`src/rtl/led_pkg.sv`:
```
// Shared rate codes, reset-default rates and rate/period helpers for the LED
// blink scheduler and its per-LED channels.
package led_pkg;

  localparam logic [2:0] RATE_OFF  = 3'd0;
  localparam logic [2:0] RATE_1HZ  = 3'd1;
  localparam logic [2:0] RATE_2HZ  = 3'd2;
  localparam logic [2:0] RATE_5HZ  = 3'd3;
  localparam logic [2:0] RATE_10HZ = 3'd4;
  localparam logic [2:0] RATE_ON   = 3'd5;
  localparam logic [2:0] RATE_LAST = 3'd5;

  localparam int NUM_LEDS = 4;

  typedef enum logic {
    PAUSE_RUN  = 1'b0,
    PAUSE_HOLD = 1'b1
  } pause_state_e;

  function automatic logic [2:0] default_rate(input logic [1:0] idx);
    logic [2:0] r;
    case (idx)
      2'd0:    r = RATE_10HZ;
      2'd1:    r = RATE_5HZ;
      2'd2:    r = RATE_2HZ;
      default: r = RATE_1HZ;
    endcase
    return r;
  endfunction

  // Toggle period in base ticks; non-blinking codes never consult it.
  function automatic logic [3:0] rate_period(input logic [2:0] rate);
    logic [3:0] p;
    case (rate)
      RATE_1HZ:  p = 4'd10;
      RATE_2HZ:  p = 4'd5;
      RATE_5HZ:  p = 4'd2;
      RATE_10HZ: p = 4'd1;
      default:   p = 4'd1;
    endcase
    return p;
  endfunction

  function automatic logic [2:0] next_rate(input logic [2:0] rate);
    return (rate >= RATE_LAST) ? RATE_OFF : rate + 3'd1;
  endfunction

endpackage

```
`src/rtl/led_rate_channel.sv`:
```
// One LED channel: holds its rate code, a tick counter and the LED flop, and
// toggles the LED every rate_period ticks.
module led_rate_channel
  import led_pkg::*;
(
  input  logic       clk,
  input  logic       rst_n,
  input  logic       tick,
  input  logic [2:0] rate_in,
  input  logic       load,
  input  logic [2:0] reset_rate,
  output logic [2:0] rate_out,
  output logic       led
);

  logic [2:0] rate_q, rate_d;
  logic [3:0] cnt_q, cnt_d;
  logic       led_q, led_d;

  always_comb begin
    rate_d = rate_q;
    cnt_d  = cnt_q;
    led_d  = led_q;
    if (load) begin
      // A load beats a coincident tick: restart the phase with the LED dark
      // unless the new rate is steady-on.
      rate_d = rate_in;
      cnt_d  = 4'd0;
      led_d  = (rate_in == RATE_ON);
    end else begin
      case (rate_q)
        RATE_1HZ, RATE_2HZ, RATE_5HZ, RATE_10HZ: begin
          if (tick) begin
            if (cnt_q == rate_period(rate_q) - 4'd1) begin
              cnt_d = 4'd0;
              led_d = ~led_q;
            end else begin
              cnt_d = cnt_q + 4'd1;
            end
          end
        end
        RATE_ON: begin
          cnt_d = 4'd0;
          led_d = 1'b1;
        end
        default: begin
          cnt_d = 4'd0;
          led_d = 1'b0;
        end
      endcase
    end
  end

  always_ff @(posedge clk) begin
    if (!rst_n) begin
      rate_q <= reset_rate;
      cnt_q  <= 4'd0;
      led_q  <= 1'b0;
    end else begin
      rate_q <= rate_d;
      cnt_q  <= cnt_d;
      led_q  <= led_d;
    end
  end

  assign rate_out = rate_q;
  assign led      = led_q;

endmodule

```
`src/rtl/led_blink_scheduler.sv`:
```
// Four-LED blink scheduler: shared prescaler and pause FSM feed per-LED rate
// channels; button pulses pick an LED and cycle its rate.
module led_blink_scheduler
  import led_pkg::*;
#(
  parameter int g_CLKS_PER_TICK = 1250000
) (
  input  logic       i_Clk,
  input  logic       i_Rst_L,
  input  logic       i_Sel_Pulse,
  input  logic       i_Rate_Pulse,
  input  logic       i_Pause,
  output logic [1:0] o_Sel_LED,
  output logic       o_LED_1,
  output logic       o_LED_2,
  output logic       o_LED_3,
  output logic       o_LED_4
);

  localparam int PW = (g_CLKS_PER_TICK > 1) ? $clog2(g_CLKS_PER_TICK) : 1;
  localparam logic [PW-1:0] PRESC_LAST = PW'(g_CLKS_PER_TICK - 1);

  pause_state_e          pause_state_q, pause_state_d;
  logic                  run_en;
  logic [PW-1:0]         presc_q, presc_d;
  logic                  tick;
  logic [1:0]            sel_q, sel_d;
  logic [NUM_LEDS-1:0]   load;
  logic [2:0]            rate_cur [NUM_LEDS];
  logic [2:0]            rate_new;
  logic [NUM_LEDS-1:0]   led;

  // The pause level gates the prescaler in the very cycle it is seen, so no
  // tick can slip through while the state register catches up.
  always_comb begin
    pause_state_d = pause_state_q;
    run_en        = 1'b0;
    case (pause_state_q)
      PAUSE_RUN: begin
        run_en = !i_Pause;
        if (i_Pause) pause_state_d = PAUSE_HOLD;
      end
      PAUSE_HOLD: begin
        run_en = !i_Pause;
        if (!i_Pause) pause_state_d = PAUSE_RUN;
      end
    endcase
  end

  always_comb begin
    presc_d  = presc_q;
    tick     = run_en && (presc_q == PRESC_LAST);
    sel_d    = sel_q;
    load     = '0;
    rate_new = next_rate(rate_cur[sel_q]);
    if (run_en) presc_d = (presc_q == PRESC_LAST) ? '0 : presc_q + PW'(1);
    if (i_Rate_Pulse) load[sel_q] = 1'b1;
    if (i_Sel_Pulse) sel_d = sel_q + 2'd1;
  end

  always_ff @(posedge i_Clk) begin
    if (!i_Rst_L) begin
      pause_state_q <= PAUSE_RUN;
      presc_q       <= '0;
      sel_q         <= 2'd0;
    end else begin
      pause_state_q <= pause_state_d;
      presc_q       <= presc_d;
      sel_q         <= sel_d;
    end
  end

  for (genvar i = 0; i < NUM_LEDS; i++) begin : g_chan
    led_rate_channel u_chan (
      .clk        (i_Clk),
      .rst_n      (i_Rst_L),
      .tick       (tick),
      .rate_in    (rate_new),
      .load       (load[i]),
      .reset_rate (default_rate(2'(i))),
      .rate_out   (rate_cur[i]),
      .led        (led[i])
    );
  end

  assign o_Sel_LED = sel_q;
  assign o_LED_1   = led[0];
  assign o_LED_2   = led[1];
  assign o_LED_3   = led[2];
  assign o_LED_4   = led[3];

endmodule

```
`config.mk`:
```
export PLATFORM = sky130hd
export DESIGN_NAME = led_blink_scheduler
export DESIGN_NICKNAME = d
export VERILOG_FILES = /design/src/rtl/led_pkg.sv /design/src/rtl/led_rate_channel.sv /design/src/rtl/led_blink_scheduler.sv
export SDC_FILE = /design/constraint.sdc
export NUM_CORES = 1
export LEC_CHECK = 0
export CORE_ASPECT_RATIO = 1.2
export CORE_MARGIN = 4
export CORE_UTILIZATION = 60
export DETAILED_ROUTE_END_ITERATION = 6
export MAX_ROUTING_LAYER = met4
export PLACE_DENSITY = 0.79
export SYNTH_ARGS = -nofsm -noshare
export SYNTH_HDL_FRONTEND = slang
export SYNTH_SLANG_ARGS = --single-unit
```
`constraint.sdc`:
```
create_clock -name i_Clk -period 5.2 [get_ports i_Clk]
set_input_delay 1.04 -clock i_Clk [delete_from_list [all_inputs] [get_ports i_Clk]]
set_output_delay 1.04 -clock i_Clk [all_outputs]
set_load 0.01 [all_outputs]
```
* Word level (Yosys, flattened, before mapping)
Index checks and enable logic that the tools add are counted.
** Operators by class
- Add/sub/neg operators :: 11
- Magnitude comparators :: 4
- Equal/unequal tests :: 34
- Multiplexer cells :: 44
- Bitwise gates (word level) :: 10
- Reductions and logical operators :: 15
** Operators with widths (count)
- $mux W4 :: 17
- $pmux W4 S3 :: 4
- $eq A3 B3 Y1 const B :: 9
- $eq A3 B2 Y1 const B :: 8
- $add A21 B1 Y21 const B :: 1
- $eq A21 B21 Y1 const B :: 1
- $mux W21 :: 1
- $add A4 B1 Y4 const B :: 4
- $eq A4 B4 Y1 :: 4
- $reduce_or A4 Y1 :: 4
- $sub A4 B1 Y4 const B :: 4
- $ne A3 B2 Y1 const B :: 5
- $mux W1 :: 13
- $eq A3 B1 Y1 const B :: 4
- $reduce_or A3 Y1 :: 4
- $mux W3 :: 3
- $ne A3 B3 Y1 const B :: 3
- $not A1 Y1 :: 9
- $pmux W1 S2 :: 4
- $reduce_and A2 Y1 :: 4
- $bmux W3 S2 :: 1
- $ge A3 B3 Y1 const B :: 2
- $add A3 B1 Y3 const B :: 1
- $lt A2 B3 Y1 const B :: 1
- 6 further kinds :: 7
** Word-level totals
- Register bits after elaboration :: 55
- Bits of input ports :: 5
- Output and inout bits :: 6
- Word-level logic and storage cells :: 132

* Logic depth before layout (Yosys ltp)
Gate-level depths: netlist of run 1.
- Depth in word-level cells :: 12
- Mapped depth :: 10
- Depth with buffers taken out :: 9

* Hierarchy
From an unflattened synthesis of run 1, not the netlist that was laid out.
** Unflattened totals
- Cells, all modules :: 342
- Area total of the unflattened synthesis :: 3184.3 µm²
** By module, submodules not included
- led_rate_channel :: instances 4, cells each 48, area an instance 462.9 µm², seq. area each 190.2 µm²
- led_blink_scheduler :: instances 1, cells each 150, area an instance 1332.5 µm², seq. area each 460.4 µm²

* Worst setup path after synthesis of run 1
Ideal clock, no wire load.
- Path kind :: register to register
- From :: reg sel_q[1] (netlist: o_Sel_LED[1])
- To :: reg g_chan[0].u_chan.led_q
- Setup time :: 0.095 ns
- Arrival :: 2.510 ns
- Data required time :: 5.105 ns
- Path slack :: 2.594 ns
- Cell stages (with the launch flop) :: 9
- Path buffers :: 1
- Clock period less this slack :: 2.606 ns
- Cells stage by stage :: dfxtp_1 buf_6 mux4_2 ha_1 or2_1 o2bb2a_2 o31ai_4 a31oi_1 a221oi_1
** Between the ends
- Cells in the longest elaborated chain, start to end :: 8
- Elaborated cells between the ends (all ways) :: 18
- Those cells by class :: add/sub (1); order compare (3); eq/ne (3); mux (8); bitwise (1); reduce/logical (2)
** RTL lines
- start, declared :: RTL line led_blink_scheduler.sv:27 : logic [1:0] sel_q, sel_d;
- start signal, assigned :: RTL line led_blink_scheduler.sv:69 : sel_q <= sel_d;
- $not A2 Y3 (implied by the code) :: RTL line led_blink_scheduler.sv:55 : rate_new = next_rate(rate_cur[sel_q]);
- $bmux W3 S2 :: RTL line led_blink_scheduler.sv:55
- $mux W3 (implied by the code) (2 in series) :: RTL line led_blink_scheduler.sv:55
- $add A3 B1 Y3 or $ge A3 B3 Y1 (tied branches) :: RTL line led_pkg.sv:45 : return (rate >= RATE_LAST) ? RATE_OFF : rate + 3'd1;
- $mux W3 :: RTL line led_pkg.sv:45
- $eq A3 B3 Y1 :: RTL line led_rate_channel.sv:29 : led_d = (rate_in == RATE_ON);
- $mux W1 :: RTL line led_rate_channel.sv:24 : if (load) begin
- end signal, assigned :: RTL line led_rate_channel.sv:62 : led_q <= led_d;
- end, declared :: RTL line led_rate_channel.sv:18 : logic led_q, led_d;
Parallel ways exist; a longest one is shown, timed or not. The select of a mux whose other input is x is not followed.
A chain may end at the register's enable or synchronous reset.

* Worst setup path after layout of run 1
- From :: in i_Pause
- To :: reg g_chan[2].u_chan.led_q
** Between the ends
- Cells in the longest elaborated chain, start to end :: 4
** RTL lines
- start, declared :: RTL line led_blink_scheduler.sv:12 : input logic i_Pause,
- $logic_not A1 Y1
- $logic_and A1 B1 Y1 :: RTL line led_blink_scheduler.sv:52 : tick = run_en && (presc_q == PRESC_LAST);
- $ne A3 B3 Y1 (no line)
- $reduce_and A2 Y1 (no line)
- end signal, assigned :: RTL line led_rate_channel.sv:62
- end, declared :: RTL line led_rate_channel.sv:18
No other way between the ends.

==> results of run 1 <==
[cell usage after synthesis (2+ instances only)]
master	n	area share
nand2b_1	2	0.0041
nor2b_1	4	0.0082
o21ai_0	14	0.023
or2_1	2	0.0041
o21bai_1	3	0.0074
inv_1	13	0.016
a31oi_1	2	0.0041
a21oi_1	11	0.018
o31ai_1	3	0.0074
and3_1	4	0.0082
nor3_1	22	0.036
xor2_1	14	0.040
ha_1	12	0.049
nand4_1	6	0.012
nand4b_1	5	0.014
or3_1	3	0.0061
nor4b_1	3	0.0086
and4_1	2	0.0057
buf_2	3	0.0049
a311oi_1	2	0.0057
nand2_1	27	0.033
dfxtp_1	55	0.36
a211o_1	4	0.011
nor2_1	54	0.066
mux4_2	2	0.015
mux2i_1	7	0.023
and2_1	4	0.0082
nor3b_1	7	0.017
nand3_1	16	0.026
o21a_1	3	0.0074
clkbuf_1	13	0.016
nor4_1	3	0.0061
xnor2_1	23	0.066
o211ai_1	5	0.012
[cell families after synthesis]
logic type | share of synthesized area
flops | 0.360
xor+xnor | 0.106
fa+ha+maj | 0.0490
buf+inv | 0.0417
simple gates | 0.278
mux | 0.0413
compound gates | 0.124
[through the flow]
stage / worst slack (ns) / total power [mW] / instances / utilization / cell area [µm²]
floorplan: 2.59 / 0.585 / 369 / - / 3060
global placement: 1.69 / 0.628 / 422 / 0.640 / 3160
finish: 1.94 / 0.857 / 430 / 0.658 / 3250
detailed placement: 1.56 / 0.633 / 422 / 0.640 / 3160
global route: 1.67 / 0.897 / 430 / 0.658 / 3250
CTS: 1.91 / 0.864 / 430 / 0.658 / 3250
[routing by layer]
metal  vias to the layer above  track usage  wire length (µm)
met5                         -            -                 0
met2                        42        0.368              3120
met4                         0        0.107               203
met1                      1202        0.245              2720
li1                       1289            -                 -
met3                        19       0.0348               189
[final timing paths]
path	end	slack (ns)
min	g_chan[1].u_chan.cnt_q[1]	0.51
max reg2reg	g_chan[1].u_chan.led	2.25
max	g_chan[2].u_chan.led	1.94
min reg2reg	g_chan[1].u_chan.cnt_q[1]	0.51
[report_power, final]
part	switching [mW]	total [mW]	internal (mW)	leakage, nW
Combinational	0.0919	0.165	0.0728	0.652
Sequential	0.0256	0.460	0.435	0.445
Clock	0.138	0.232	0.0939	0.0402
Total	0.256	0.857	0.602	1.14
[flip-flops by register name (all words and copies together) (netlist names)]
signal / flops
g_chan.u_chan.led: 4
g_chan.u_chan.cnt_q: 16
presc_q: 21
g_chan.u_chan.rate_out: 12
o_Sel_LED: 2
[cell type report]
class,count,share of cell area
Clock buffer,5,0.0212
Clock inverter,3,0.00616
Inverter,14,0.0162
Multi-Input combinational cell,283,0.564
Sequential cell,55,0.339
Tap cell,60,0.0231
Timing Repair Buffer,10,0.0308
[worst min-delay path, delay by kind of cell, from the launching register on]
family / cells / cell delay [ns]
AND/OR/NAND/NOR: 1 / 0.07
AO/OA/AOI/OAI: 1 / 0.06
flip-flops: 1 / 0.35
==> run_results.csv, run 1 <==
group,metric,value,unit
finish,fin_nets,386,
power_and_ir_drop,power_per_cell_area,264,nW/µm²
floorplan,fp-row-count,28,
critical_path,endpoint_kind,"register",
floorplan,die_w,73.2,µm
yosys,ys_warn_count,0,
detailed_routing,drt-total-wl,6230,µm
finish,multi_input_area,1830,µm²
floorplan,io_pins,11,
clock_tree,clock-sinks,55,
grt,grt_pass1_wl,10800,µm
yosys,avgSynthCellArea,8.30,µm²
critical_path,critPathLaunch,"i_Pause",
yosys,ys_seq_area_frac,0.360,
sta,fmax,307,MHz
sta,worst_pin_slew,0.867,ns
clock_tree,numCtsBuffers,5,
worst_hold_path,holdPathStages,2,
sta,slew_violations,0,
clock_tree,clk_pin_slew_worst_paths,0.10,ns
yosys,syn_inst,369,
grt,antenna_found_initial,0,
sta,period_needed,3.26,ns
yosys,synthDistinctLibCells,50,
critical_path,crit_path_max_incr_delay,0.81,ns
floorplan,die_y,86.3,µm
power_and_ir_drop,leakage,1.14,nW
finish,drive_above_1_share,0.0405,
flow_run,cap_violations,0,
sta,hold_viol,0,
finish,layout_commonest_cell,"dfxtp_1",
finish,final_cell_mix,"dfxtp_1, nor2_1, nand2_1",
sta,period_share,0.627,
critical_path,crit-reg2reg-launch,"o_Sel_LED[1]",
detailed_routing,wl_per_cell,14.5,µm
critical_path,reg2regPathDepth,7,
sta,fin_skew,0.00567,ns
yosys,ys_ff_latch,55,
detailed_routing,post_drt_via_cell_ratio,5.93,
floorplan,dieArea,6310,µm²
finish,antenna_cells,0,
clock_tree,post_cts_buffers,0,
critical_path,crit_buf_inv,1,
critical_path,path_delay_family,"simple AND/OR/NAND/NOR gates",
clock_tree,cts_resized,0,
detailed_routing,ant_nets,0,
clock_tree,root_buffer,"clkbuf_8",
clock_tree,clk-insertion-delay-late,0.31,ns
floorplan,initial_utilization,0.620,
critical_path,cp_slowest_cell,"nor2_1",
finish,fillers,417,
critical_path,crit_path_max_fanout,11,
yosys,syn_area,3060,µm²
sta,setup_viol,0,
critical_path,crit_required,5.42,ns
critical_path,cp_cell_sequence,"clkdlybuf4s50_1, nand4b_1, nand4bb_1, nor2_1, a21oi_1, o31ai_1",
clock_tree,hold_buffers,0,
yosys,ys.flop_type,"dfxtp_1",
floorplan,core,4940,µm²
place,dp_hpwl,4640,µm
critical_path,cp_num_cells,6,
power_and_ir_drop,ir_drop,0.161,mV
worst_hold_path,hold_class,"register to register",
grt,grt_pass1_vias,2479,
status,outcome,"complete, no violations",
critical_path,arrival,3.48,ns
detailed_routing,drcViolationCount,0,
grt,grt_max_degree,22,
finish,syn_to_final_growth,6.17,%
grt,overflow,0,
sta,grt_setup_unrepaired,"false",
detailed_routing,firstDrtPassIters,4,
sta,tns,0,ns
grt,grt_usage,0.217,
critical_path,startpoint_type,"primary input",
yosys,synth-edff-count,0,
place,portBuffers,10,
yosys,async_reset_ff_frac,0,
place,gp_congestion,0.873,
sta,slew_headroom,0.420,
detailed_routing,num_vias,2552,
clock_tree,clock_tree.buffer_depth,2,
clock_tree,cts_max_level,2,
detailed_routing,drt_iter0_drc,149,
clock_tree,cts_tree,"built",
sta,whs,0.509,ns
worst_hold_path,min-delay-start,"g_chan[1].u_chan.cnt_q[1]",
critical_path,criticalPathCategory,"primary input to register",
yosys,syn-num-nets,386,
finish,regArea,1100,µm²
(Power assumes the default switching activity.)
==> run 2: changes to the inputs <==
--- a/config.mk
+++ b/config.mk
@@ -7,10 +7,10 @@
 export LEC_CHECK = 0
 export CORE_ASPECT_RATIO = 1.2
 export CORE_MARGIN = 4
-export CORE_UTILIZATION = 60
+export CORE_UTILIZATION = 55
 export DETAILED_ROUTE_END_ITERATION = 6
 export MAX_ROUTING_LAYER = met4
-export PLACE_DENSITY = 0.79
+export PLACE_DENSITY = 0.77
 export SYNTH_ARGS = -nofsm -noshare
 export SYNTH_HDL_FRONTEND = slang
 export SYNTH_SLANG_ARGS = --single-unit
==> constraint.sdc (replaced) <==
create_clock -name i_Clk -period 2.8 [get_ports i_Clk]
set_input_delay 0.56 -clock i_Clk [delete_from_list [all_inputs] [get_ports i_Clk]]
set_output_delay 0.56 -clock i_Clk [all_outputs]
set_load 0.01 [all_outputs]
==> run 2 against run 1 <==
Against the previous run:
- non-clock buffer count grew 12
- setup slack got worse by 1.8 ns
- flip-flop and latch count did not move
- sequential power is 84% higher
- utilization down 3.2 points
- critical path depth is 1 higher
- critical path type is now register to register
- critical endpoint is now g_chan[0].u_chan.led
==> run_results.csv, run 2 (synthesis results as in run 1) <==
group,metric,value,unit
detailed_routing,drt-total-wl,6350,µm
finish,syn_to_final_growth,8.99,%
critical_path,cp_slowest_cell,"mux4_2",
place,post_dp_cell_area,3250,µm²
finish,max_flop_register,"presc_q",
clock_tree,root_buffer,"clkbuf_8",
floorplan,initial_utilization,0.574,
power_and_ir_drop,power_per_cell_area,476,nW/µm²
clock_tree,cts_resized,0,
clock_tree,clock_tree.buffer_depth,2,
worst_hold_path,hold_class,"register to register",
grt,overflow,0,
power_and_ir_drop,total_power,1.59,mW
detailed_routing,drcViolationCount,0,
critical_path,endpoint_kind,"register",
clock_tree,cts_tree,"built",
sta,slew_violations,0,
floorplan,die_y,89.7,µm
clock_tree,numCtsBuffers,5,
sta,fin_ws,0.154,ns
critical_path,path_delay_family,"compound AO/OA/AOI/OAI gates",
floorplan,die_w,76.1,µm
sta,hold_viol,0,
detailed_routing,num_vias,2638,
sta,period_share,0.945,
critical_path,crit_path_max_incr_delay,0.59,ns
place,place_ws,0.175,ns
detailed_routing,ant_nets,0,
critical_path,crit_buf_inv,0,
detailed_routing,post_drt_via_cell_ratio,5.94,
detailed_routing,firstDrtPassIters,4,
grt,grt_usage,0.199,
sta,grt_setup_unrepaired,"false",
sta,worst_pin_slew,0.424,ns
power_and_ir_drop,ir_drop,0.285,mV
critical_path,crit_required,3.01,ns
floorplan,fp-row-count,29,
critical_path,cp_cell_sequence,"mux4_2, ha_1, or2_1, o2bb2a_2, o31ai_4, a31oi_1, a221oi_1",
grt,grt_pass1_vias,2423,
place,portBuffers,10,
grt,grt_max_degree,22,
critical_path,critPathLaunch,"g_chan[3].u_chan.rate_out[0]",
sta,fmax,378,MHz
grt,grt_pass1_wl,11200,µm
finish,drive_above_1_share,0.0681,
sta,period_needed,2.65,ns
critical_path,criticalPathCategory,"register to register",
detailed_routing,wl_per_cell,14.3,µm
critical_path,crit_path_max_fanout,9,
sta,tns,0,ns
sta,fin_skew,0.00535,ns
clock_tree,clock-sinks,55,
flow_run,cap_violations,0,
floorplan,core,5330,µm²
clock_tree,hold_buffers,0,
status,outcome,"complete, no violations",
finish,fin_nets,398,
finish,largest_reg_flops,21,
place,dp_hpwl,4680,µm
clock_tree,clk_pin_slew_worst_paths,0.09,ns
floorplan,dieArea,6830,µm²
critical_path,startpoint_type,"register",
worst_hold_path,min-delay-start,"g_chan[1].u_chan.cnt_q[1]",
clock_tree,cts_max_level,2,
power_and_ir_drop,leakage,1.20,nW
clock_tree,clk-insertion-delay-late,0.31,ns
critical_path,crit-reg2reg-launch,"g_chan[3].u_chan.rate_out[0]",
sta,slew_headroom,0.717,
floorplan,io_pins,11,
finish,final_area,3340,µm²
critical_path,arrival,2.86,ns
clock_tree,post_cts_buffers,0,
grt,antenna_found_initial,0,
place,gp_congestion,0.924,
sta,setup_viol,0,
detailed_routing,drt_iter0_drc,183,
finish,final_cell_mix,"nor2_1, dfxtp_1, nand2_1",
finish,antenna_cells,0,
run 2: cell types whose count changed in the layout (fill, tap and decap cells not counted):
cell and change:
buf_4 +12, clkbuf_1 +2, clkinvlp_4 -2, dfxtp_1 -1
dfxtp_2 +1, o21ai_0 -1, o21ai_1 +1
run 2: metrics by stage:
stage | std cells | hold WS [ns] | util
floorplan | 369 | 0.458 | -
global placement | 436 | 0.481 | 0.610
detailed placement | 436 | 0.484 | 0.610
CTS | 444 | 0.498 | 0.625
global route | 444 | 0.519 | 0.626
finish | 444 | 0.499 | 0.626
run 2: per-layer routing:
layer	GRT usage	routed length (µm)
met5	-	0
met4	0.0671	95
met3	0.0350	249
met2	0.326	3270
met1	0.246	2740
run 2: report_power, final:
| group | internal, mW | switching [mW] |
|---|---|---|
| Combinational | 0.144 | 0.179 |
| Sequential | 0.807 | 0.0370 |
| Clock | 0.176 | 0.245 |
| Total | 1.13 | 0.462 |
run 2: final cells by class:
type / instances / area [µm²]
fill: 471 / 2000
multi-input combinational: 283 / 1830
sequential: 55 / 1100
timing repair buffer: 22 / 190
tap: 62 / 77.6
clock buffer: 7 / 76.3
inverter: 14 / 52.6
clock inverter: 1 / 5.00
run 2: final timing paths:
kind                               endpoint  slack (ns)  cells past startpoint
setup / recovery       g_chan[0].u_chan.led        0.15                      7
hold / removal    g_chan[1].u_chan.cnt_q[1]        0.50                      2
setup reg to reg       g_chan[0].u_chan.led        0.15                      7
hold reg to reg   g_chan[1].u_chan.cnt_q[1]        0.50                      2
run 2: tightest hold or removal path, stage by stage (launching register included):
cell     delay, ns
dfxtp_1       0.35
nand2_1       0.06
a21oi_1       0.05
